<file path="config.mk">
export PLATFORM = sky130hd
export DESIGN_NAME = dmem_lsu
export DESIGN_NICKNAME = d
export VERILOG_FILES = /design/src/rtl/dmem_lsu_pkg.sv /design/src/rtl/dmem_lane_align.sv /design/src/rtl/dmem_lsu.sv
export SDC_FILE = /design/constraint.sdc
export NUM_CORES = 1
export LEC_CHECK = 0
export CORE_MARGIN = 5
export CORE_UTILIZATION = 35
export CTS_CLUSTER_SIZE = 8
export DETAILED_ROUTE_END_ITERATION = 16
export GPL_TIMING_DRIVEN = 0
export HOLD_SLACK_MARGIN = 0.05
export PLACE_DENSITY = 0.75
export SLEW_MARGIN = 40
export SYNTH_ARGS = -nofsm -noshare
export SYNTH_HDL_FRONTEND = slang
export SYNTH_SLANG_ARGS = --single-unit
export TNS_END_PERCENT = 1
</file>
<file path="constraint.sdc">
create_clock -name clk -period 3.1 [get_ports clk]
set_clock_uncertainty 0.2 [all_clocks]
set_input_delay 0.62 -clock clk [delete_from_list [all_inputs] [get_ports clk]]
set_output_delay 0.62 -clock clk [all_outputs]
set_load 0.01 [all_outputs]
</file>
<file path="src/rtl/dmem_lsu_pkg.sv">
// rtl/dmem_lsu_pkg.sv - shared funct3 codes, FSM states and decode helpers for the load/store unit
package dmem_lsu_pkg;

  localparam int DATAWIDTH = 32;

  localparam logic [2:0] LSU_B  = 3'b000;
  localparam logic [2:0] LSU_H  = 3'b001;
  localparam logic [2:0] LSU_W  = 3'b010;
  localparam logic [2:0] LSU_BU = 3'b100;
  localparam logic [2:0] LSU_HU = 3'b101;

  typedef enum logic [1:0] {
    ST_IDLE      = 2'd0,
    ST_LOAD_WAIT = 2'd1,
    ST_RMW_MERGE = 2'd2
  } lsu_state_e;

  function automatic logic lsu_illegal(input logic we, input logic [2:0] f3);
    logic bad;
    case (f3)
      LSU_B, LSU_H, LSU_W: bad = 1'b0;
      LSU_BU, LSU_HU:      bad = we;
      default:             bad = 1'b1;
    endcase
    return bad;
  endfunction

  function automatic logic lsu_misaligned(input logic [2:0] f3, input logic [1:0] off);
    logic mis;
    case (f3)
      LSU_H, LSU_HU: mis = off[0];
      LSU_W:         mis = (off != 2'b00);
      default:       mis = 1'b0;
    endcase
    return mis;
  endfunction

endpackage

</file>
<file path="src/rtl/dmem_lane_align.sv">
// rtl/dmem_lane_align.sv - byte/half lane extraction with extension, and sub-word merge into a read word
module dmem_lane_align
  import dmem_lsu_pkg::*;
(
  input  logic [DATAWIDTH-1:0] dob,
  input  logic [DATAWIDTH-1:0] wdata,
  input  logic [2:0]           funct3,
  input  logic [1:0]           off,
  output logic [DATAWIDTH-1:0] rdata,
  output logic [DATAWIDTH-1:0] merged
);

  logic [7:0]  byte_sel;
  logic [15:0] half_sel;
  logic        unused_wdata_hi;

  assign unused_wdata_hi = ^wdata[31:16];

  always_comb begin
    byte_sel = dob[7:0];
    case (off)
      2'd0: byte_sel = dob[7:0];
      2'd1: byte_sel = dob[15:8];
      2'd2: byte_sel = dob[23:16];
      2'd3: byte_sel = dob[31:24];
      default: byte_sel = dob[7:0];
    endcase
    half_sel = off[1] ? dob[31:16] : dob[15:0];

    rdata = '0;
    case (funct3)
      LSU_B:   rdata = {{24{byte_sel[7]}}, byte_sel};
      LSU_BU:  rdata = {24'b0, byte_sel};
      LSU_H:   rdata = {{16{half_sel[15]}}, half_sel};
      LSU_HU:  rdata = {16'b0, half_sel};
      LSU_W:   rdata = dob;
      default: rdata = '0;
    endcase
  end

  // Only the low two funct3 bits set the access size for stores.
  always_comb begin
    merged = dob;
    if (funct3[1:0] == 2'b00) begin
      case (off)
        2'd0: merged[7:0]   = wdata[7:0];
        2'd1: merged[15:8]  = wdata[7:0];
        2'd2: merged[23:16] = wdata[7:0];
        2'd3: merged[31:24] = wdata[7:0];
        default: merged = dob;
      endcase
    end else if (funct3[1:0] == 2'b01) begin
      if (off[1]) merged[31:16] = wdata[15:0];
      else        merged[15:0]  = wdata[15:0];
    end
  end

endmodule

</file>
<file path="src/rtl/dmem_lsu.sv">
// rtl/dmem_lsu.sv - RV32I load/store unit in front of a word-wide dmem without byte enables
module dmem_lsu
  import dmem_lsu_pkg::*;
#(
  parameter int DMADDRWIDTH = 10
) (
  input  logic                   clk,
  input  logic                   rst_n,
  input  logic                   req_valid,
  output logic                   req_ready,
  input  logic                   req_we,
  input  logic [2:0]             req_funct3,
  input  logic [31:0]            req_addr,
  input  logic [DATAWIDTH-1:0]   req_wdata,
  output logic                   rsp_valid,
  output logic [DATAWIDTH-1:0]   rsp_rdata,
  output logic                   rsp_err,
  output logic                   dm_ena,
  output logic                   dm_wea,
  output logic [DMADDRWIDTH-1:0] dm_addra,
  output logic [DATAWIDTH-1:0]   dm_dia,
  output logic                   dm_enb,
  output logic [DMADDRWIDTH-1:0] dm_addrb,
  input  logic [DATAWIDTH-1:0]   dm_dob
);

  lsu_state_e             state_q, state_d;
  logic [2:0]             f3_q, f3_d;
  logic [1:0]             off_q, off_d;
  logic [DATAWIDTH-1:0]   wdata_q, wdata_d;
  logic [DMADDRWIDTH-1:0] waddr_q, waddr_d;
  logic                   rsp_valid_q, rsp_valid_d;
  logic                   rsp_err_q, rsp_err_d;
  logic [DATAWIDTH-1:0]   rsp_rdata_q, rsp_rdata_d;

  logic [DMADDRWIDTH-1:0] req_waddr;
  logic                   req_bad;
  logic                   ena_c, enb_c;
  logic [DMADDRWIDTH-1:0] addra_c;
  logic [DATAWIDTH-1:0]   dia_c;
  logic [DATAWIDTH-1:0]   align_rdata, align_merged;
  logic                   unused_addr_hi;

  assign req_waddr      = req_addr[DMADDRWIDTH+1:2];
  assign unused_addr_hi = ^req_addr[31:DMADDRWIDTH+2];
  assign req_bad        = lsu_illegal(req_we, req_funct3) || lsu_misaligned(req_funct3, req_addr[1:0]);

  // Fed from latched request fields: both LOAD_WAIT and RMW_MERGE work on the word read last cycle.
  dmem_lane_align u_align (
    .dob    (dm_dob),
    .wdata  (wdata_q),
    .funct3 (f3_q),
    .off    (off_q),
    .rdata  (align_rdata),
    .merged (align_merged)
  );

  always_comb begin
    state_d     = state_q;
    f3_d        = f3_q;
    off_d       = off_q;
    wdata_d     = wdata_q;
    waddr_d     = waddr_q;
    rsp_valid_d = 1'b0;
    rsp_err_d   = 1'b0;
    rsp_rdata_d = '0;
    ena_c       = 1'b0;
    enb_c       = 1'b0;
    addra_c     = waddr_q;
    dia_c       = align_merged;

    case (state_q)
      ST_IDLE: begin
        if (req_valid) begin
          if (req_bad) begin
            rsp_valid_d = 1'b1;
            rsp_err_d   = 1'b1;
          end else if (req_we && req_funct3 == LSU_W) begin
            ena_c       = 1'b1;
            addra_c     = req_waddr;
            dia_c       = req_wdata;
            rsp_valid_d = 1'b1;
          end else begin
            enb_c   = 1'b1;
            f3_d    = req_funct3;
            off_d   = req_addr[1:0];
            waddr_d = req_waddr;
            if (req_we) begin
              wdata_d = req_wdata;
              state_d = ST_RMW_MERGE;
            end else begin
              state_d = ST_LOAD_WAIT;
            end
          end
        end
      end
      ST_LOAD_WAIT: begin
        rsp_valid_d = 1'b1;
        rsp_rdata_d = align_rdata;
        state_d     = ST_IDLE;
      end
      ST_RMW_MERGE: begin
        ena_c       = 1'b1;
        rsp_valid_d = 1'b1;
        state_d     = ST_IDLE;
      end
      default: state_d = ST_IDLE;
    endcase
  end

  always_ff @(posedge clk or negedge rst_n) begin
    if (!rst_n) begin
      state_q     <= ST_IDLE;
      f3_q        <= '0;
      off_q       <= '0;
      wdata_q     <= '0;
      waddr_q     <= '0;
      rsp_valid_q <= 1'b0;
      rsp_err_q   <= 1'b0;
      rsp_rdata_q <= '0;
    end else begin
      state_q     <= state_d;
      f3_q        <= f3_d;
      off_q       <= off_d;
      wdata_q     <= wdata_d;
      waddr_q     <= waddr_d;
      rsp_valid_q <= rsp_valid_d;
      rsp_err_q   <= rsp_err_d;
      rsp_rdata_q <= rsp_rdata_d;
    end
  end

  // Gating with rst_n keeps an in-flight merge from writing while reset is held.
  assign dm_ena    = ena_c & rst_n;
  assign dm_wea    = ena_c & rst_n;
  assign dm_enb    = enb_c & rst_n;
  assign dm_addra  = addra_c;
  assign dm_dia    = dia_c;
  assign dm_addrb  = req_waddr;
  assign req_ready = (state_q == ST_IDLE);
  assign rsp_valid = rsp_valid_q;
  assign rsp_err   = rsp_err_q;
  assign rsp_rdata = rsp_rdata_q;

endmodule
</file>
==> impl_metrics.ini <==
[run_status]
outcome = finished, violations left
violations = setup timing

[cts]
path_clk_slew_ns = 0.06
cts_buffers = 9
clkSinkCount = 67
root_buffer = clkbuf_16
clk_path_buf_depth = 2
tritoncts = yes
insertion_delay_ns = 0.33
htreeDepth = 3

[power]
p_leak_nw = 2.87
p_int_mw = 3.21
finalPower_mw = 5.08
pwr-share-clk_pct = 20.6
power.switching_mw = 1.87
netSwitchingFraction_pct = 36.8
powerDensity_nw_per_um2 = 776
seqPwrFrac_pct = 26.2
power.share.combinational_pct = 53.2
vdd_drop_max_v = 0.000446

[detailed_routing]
route.met2.wl_um = 7030
vias = 3805
dr_wl_met3_um = 1150
drt-vias-per-instance = 5.33
dr.pass1.iters = 4
drc = 0
ant_nets = 0
routed.top_layer = met4
drt-total-wl_um = 14400
wl_per_cell_um = 20.2
drt_iter0_drc = 216
wl_met1_um = 5750

[global_routing]
track_usage_pct = 21.0
antenna_found_initial = 0
grt_pass1_wl_um = 22100
grt-ovfl-total = 0
grt_max_degree = 58
grt_pass1_vias = 4066

[timing]
slew_headroom_pct = 52.7
slew_violations = 0
grt_setup_unrepaired = true
setup_viol = 19
fin_crit_ns = 3.18
setup_tns_ns = -1.11
fmax_ghz = 0.314
whs_ns = 0.307
worstMarginPinSlew_ns = 0.705
hold_viol = 0
fin_ws_ns = -0.0817
fin_crit_sh_pct = 103

[worst_setup_path]
cp_max_fo = 10
rr_startpoint = state_q[1]
r2r-end = wdata_q[10]
cp-start-kind = input port
rr_worst_depth = 6
end_kind = output port
cp.required_ns = 2.28
cp.arrival_ns = 2.36
crit_type = in2out
r2r_slack_ns = 0.64

[hold_path]
hold_path.class = reg2reg
holdCritStartpoint = waddr_q[1]
whs_endpoint = waddr_q[1]
holdPathStages = 1

[cells_and_area]
syn2layout_area_growth_pct = 63.3
fin_nets = 673
final_common_cell = clkdlybuf4s50_1
finalInstanceArea_um2 = 6550
final_cell_mix = clkdlybuf4s50_1, dfrtp_1, mux2_2, a21oi_1, buf_6
antenna_cells = 0
drive_gt1_share_pct = 37.1
final_util_pct = 57.8
layout.cells.non_filler = 714

[synth]
seq_area_frac_synth_pct = 41.8
async_reset_ff_share_pct = 100
synth-seq-cells = 67
synth_area_per_cell_um2 = 11.0
synth-edff-count = 0
syn-cell-area_um2 = 4010
synth.yosys.warnings = 0
synth.distinct_cells = 40
ys.flop_type = dfrtp_1
syn_nets = 473
synthCells = 366

[floorplan]
fp.dieH_um = 117
core_area_um2 = 11300
initial_core_util_pct = 35.4
rows = 39
pin_count = 193
fp.dieW_um = 117
die_area_um2 = 13700

[placed_design]
gp_congestion = 0.915
post-place-cells = 682
placed_cell_area_um2 = 5940
pre_cts_slack_ns = -1.16
place.detailed.hpwl_um = 11000
numPortBuffers = 172

[job]
cap_violations = 0
cells in the mapped netlist, types with 2 or more instances:
cell type,instances,area [µm²]
a211oi_1,17,128
a21o_1,16,120
a21oi_1,50,250
a22o_1,2,17.5
a31o_2,2,17.5
a32o_1,6,60.1
buf_2,9,45.0
buf_4,11,82.6
buf_6,2,22.5
clkbuf_1,16,60.1
dfrtp_1,67,1680
ha_1,4,50.1
inv_1,5,18.8
mux2_2,64,721
mux2_4,7,105
mux2i_1,10,100
mux4_2,7,158
nand2_1,23,86.3
nand2b_1,2,12.5
nand3b_1,2,15.0
nor2_1,17,63.8
nor2b_1,2,12.5
o22ai_1,8,50.1
worst max-delay path, stage by stage:
cell	delay [ns]
buf_6	0.09
or4_4	0.55
buf_4	0.16
o21a_1	0.19
or2_1	0.24
buf_6	0.15
buf_12	0.15
nor2_2	0.07
buf_2	0.13
flip-flops by register name (all words and copies together) (netlist names):
name / flops
state_q: 2
rsp_valid: 1
rsp_rdata: 32
waddr_q: 10
wdata_q: 16
off_q: 2
f3_q: 3
rsp_err: 1
final cells by class:
cell class | count | area [µm²]
buffer | 38 | 284
clock buffer | 10 | 239
clock inverter | 6 | 72.6
fill | 980 | 4770
inverter | 5 | 18.8
multi-input combinational | 255 | 2200
sequential | 67 | 1680
tap | 143 | 179
timing repair buffer | 190 | 1870
kinds of logic after synthesis:
family,Yosys count,synth area share [%]
AO/OA/AOI/OAI,109,17.7
multiplexers,88,27.0
flip-flops,67,41.8
AND/OR/NAND/NOR,54,6.40
buffers and inverters,44,5.80
adder cells (fa/ha/maj),4,1.25
power by group through the flow:
stage | logic, mW | registers [mW] | clock network [mW]
3_3_place_gp | 2.60 | 1.30 | 0
2_1_floorplan | 1.52 | 1.31 | 0
5_1_grt | 2.91 | 1.36 | 1.10
6_report | 2.70 | 1.33 | 1.05
3_5_place_dp | 2.65 | 1.32 | 0
4_1_cts | 2.51 | 1.32 | 1.07
worst max path at each step:
stage	startpoint	end	slack [ns]	cells past startpoint
2_1_floorplan	req_funct3[0]	dm_wea	0.06	7
3_3_place_gp	rst_n	dm_wea	-2.16	5
3_5_place_dp	req_funct3[0]	dm_wea	-1.16	9
4_1_cts	req_addr[0]	dm_dia[11]	-0.1	10
5_1_grt	req_addr[0]	dm_dia[11]	-0.13	10
6_report	req_addr[0]	dm_enb	-0.08	9
repair_timing:
item,CTS,global route
resized for setup,262,35
gates cloned,3,0
buffers inserted,12,1
pin swaps,5,5
hold buffers,1,0
endpoints found under the hold margin,10,0
setup endpoints to repair,45,45
per-layer routing:
layer | vias to the layer above | GRT usage (%)
met5 | - | 0
met4 | 0 | 8.87
met3 | 29 | 5.50
met2 | 193 | 34.4
met1 | 1833 | 26.5
li1 | 1750 | -
Note: power is estimated with default switching activity, not from simulation.
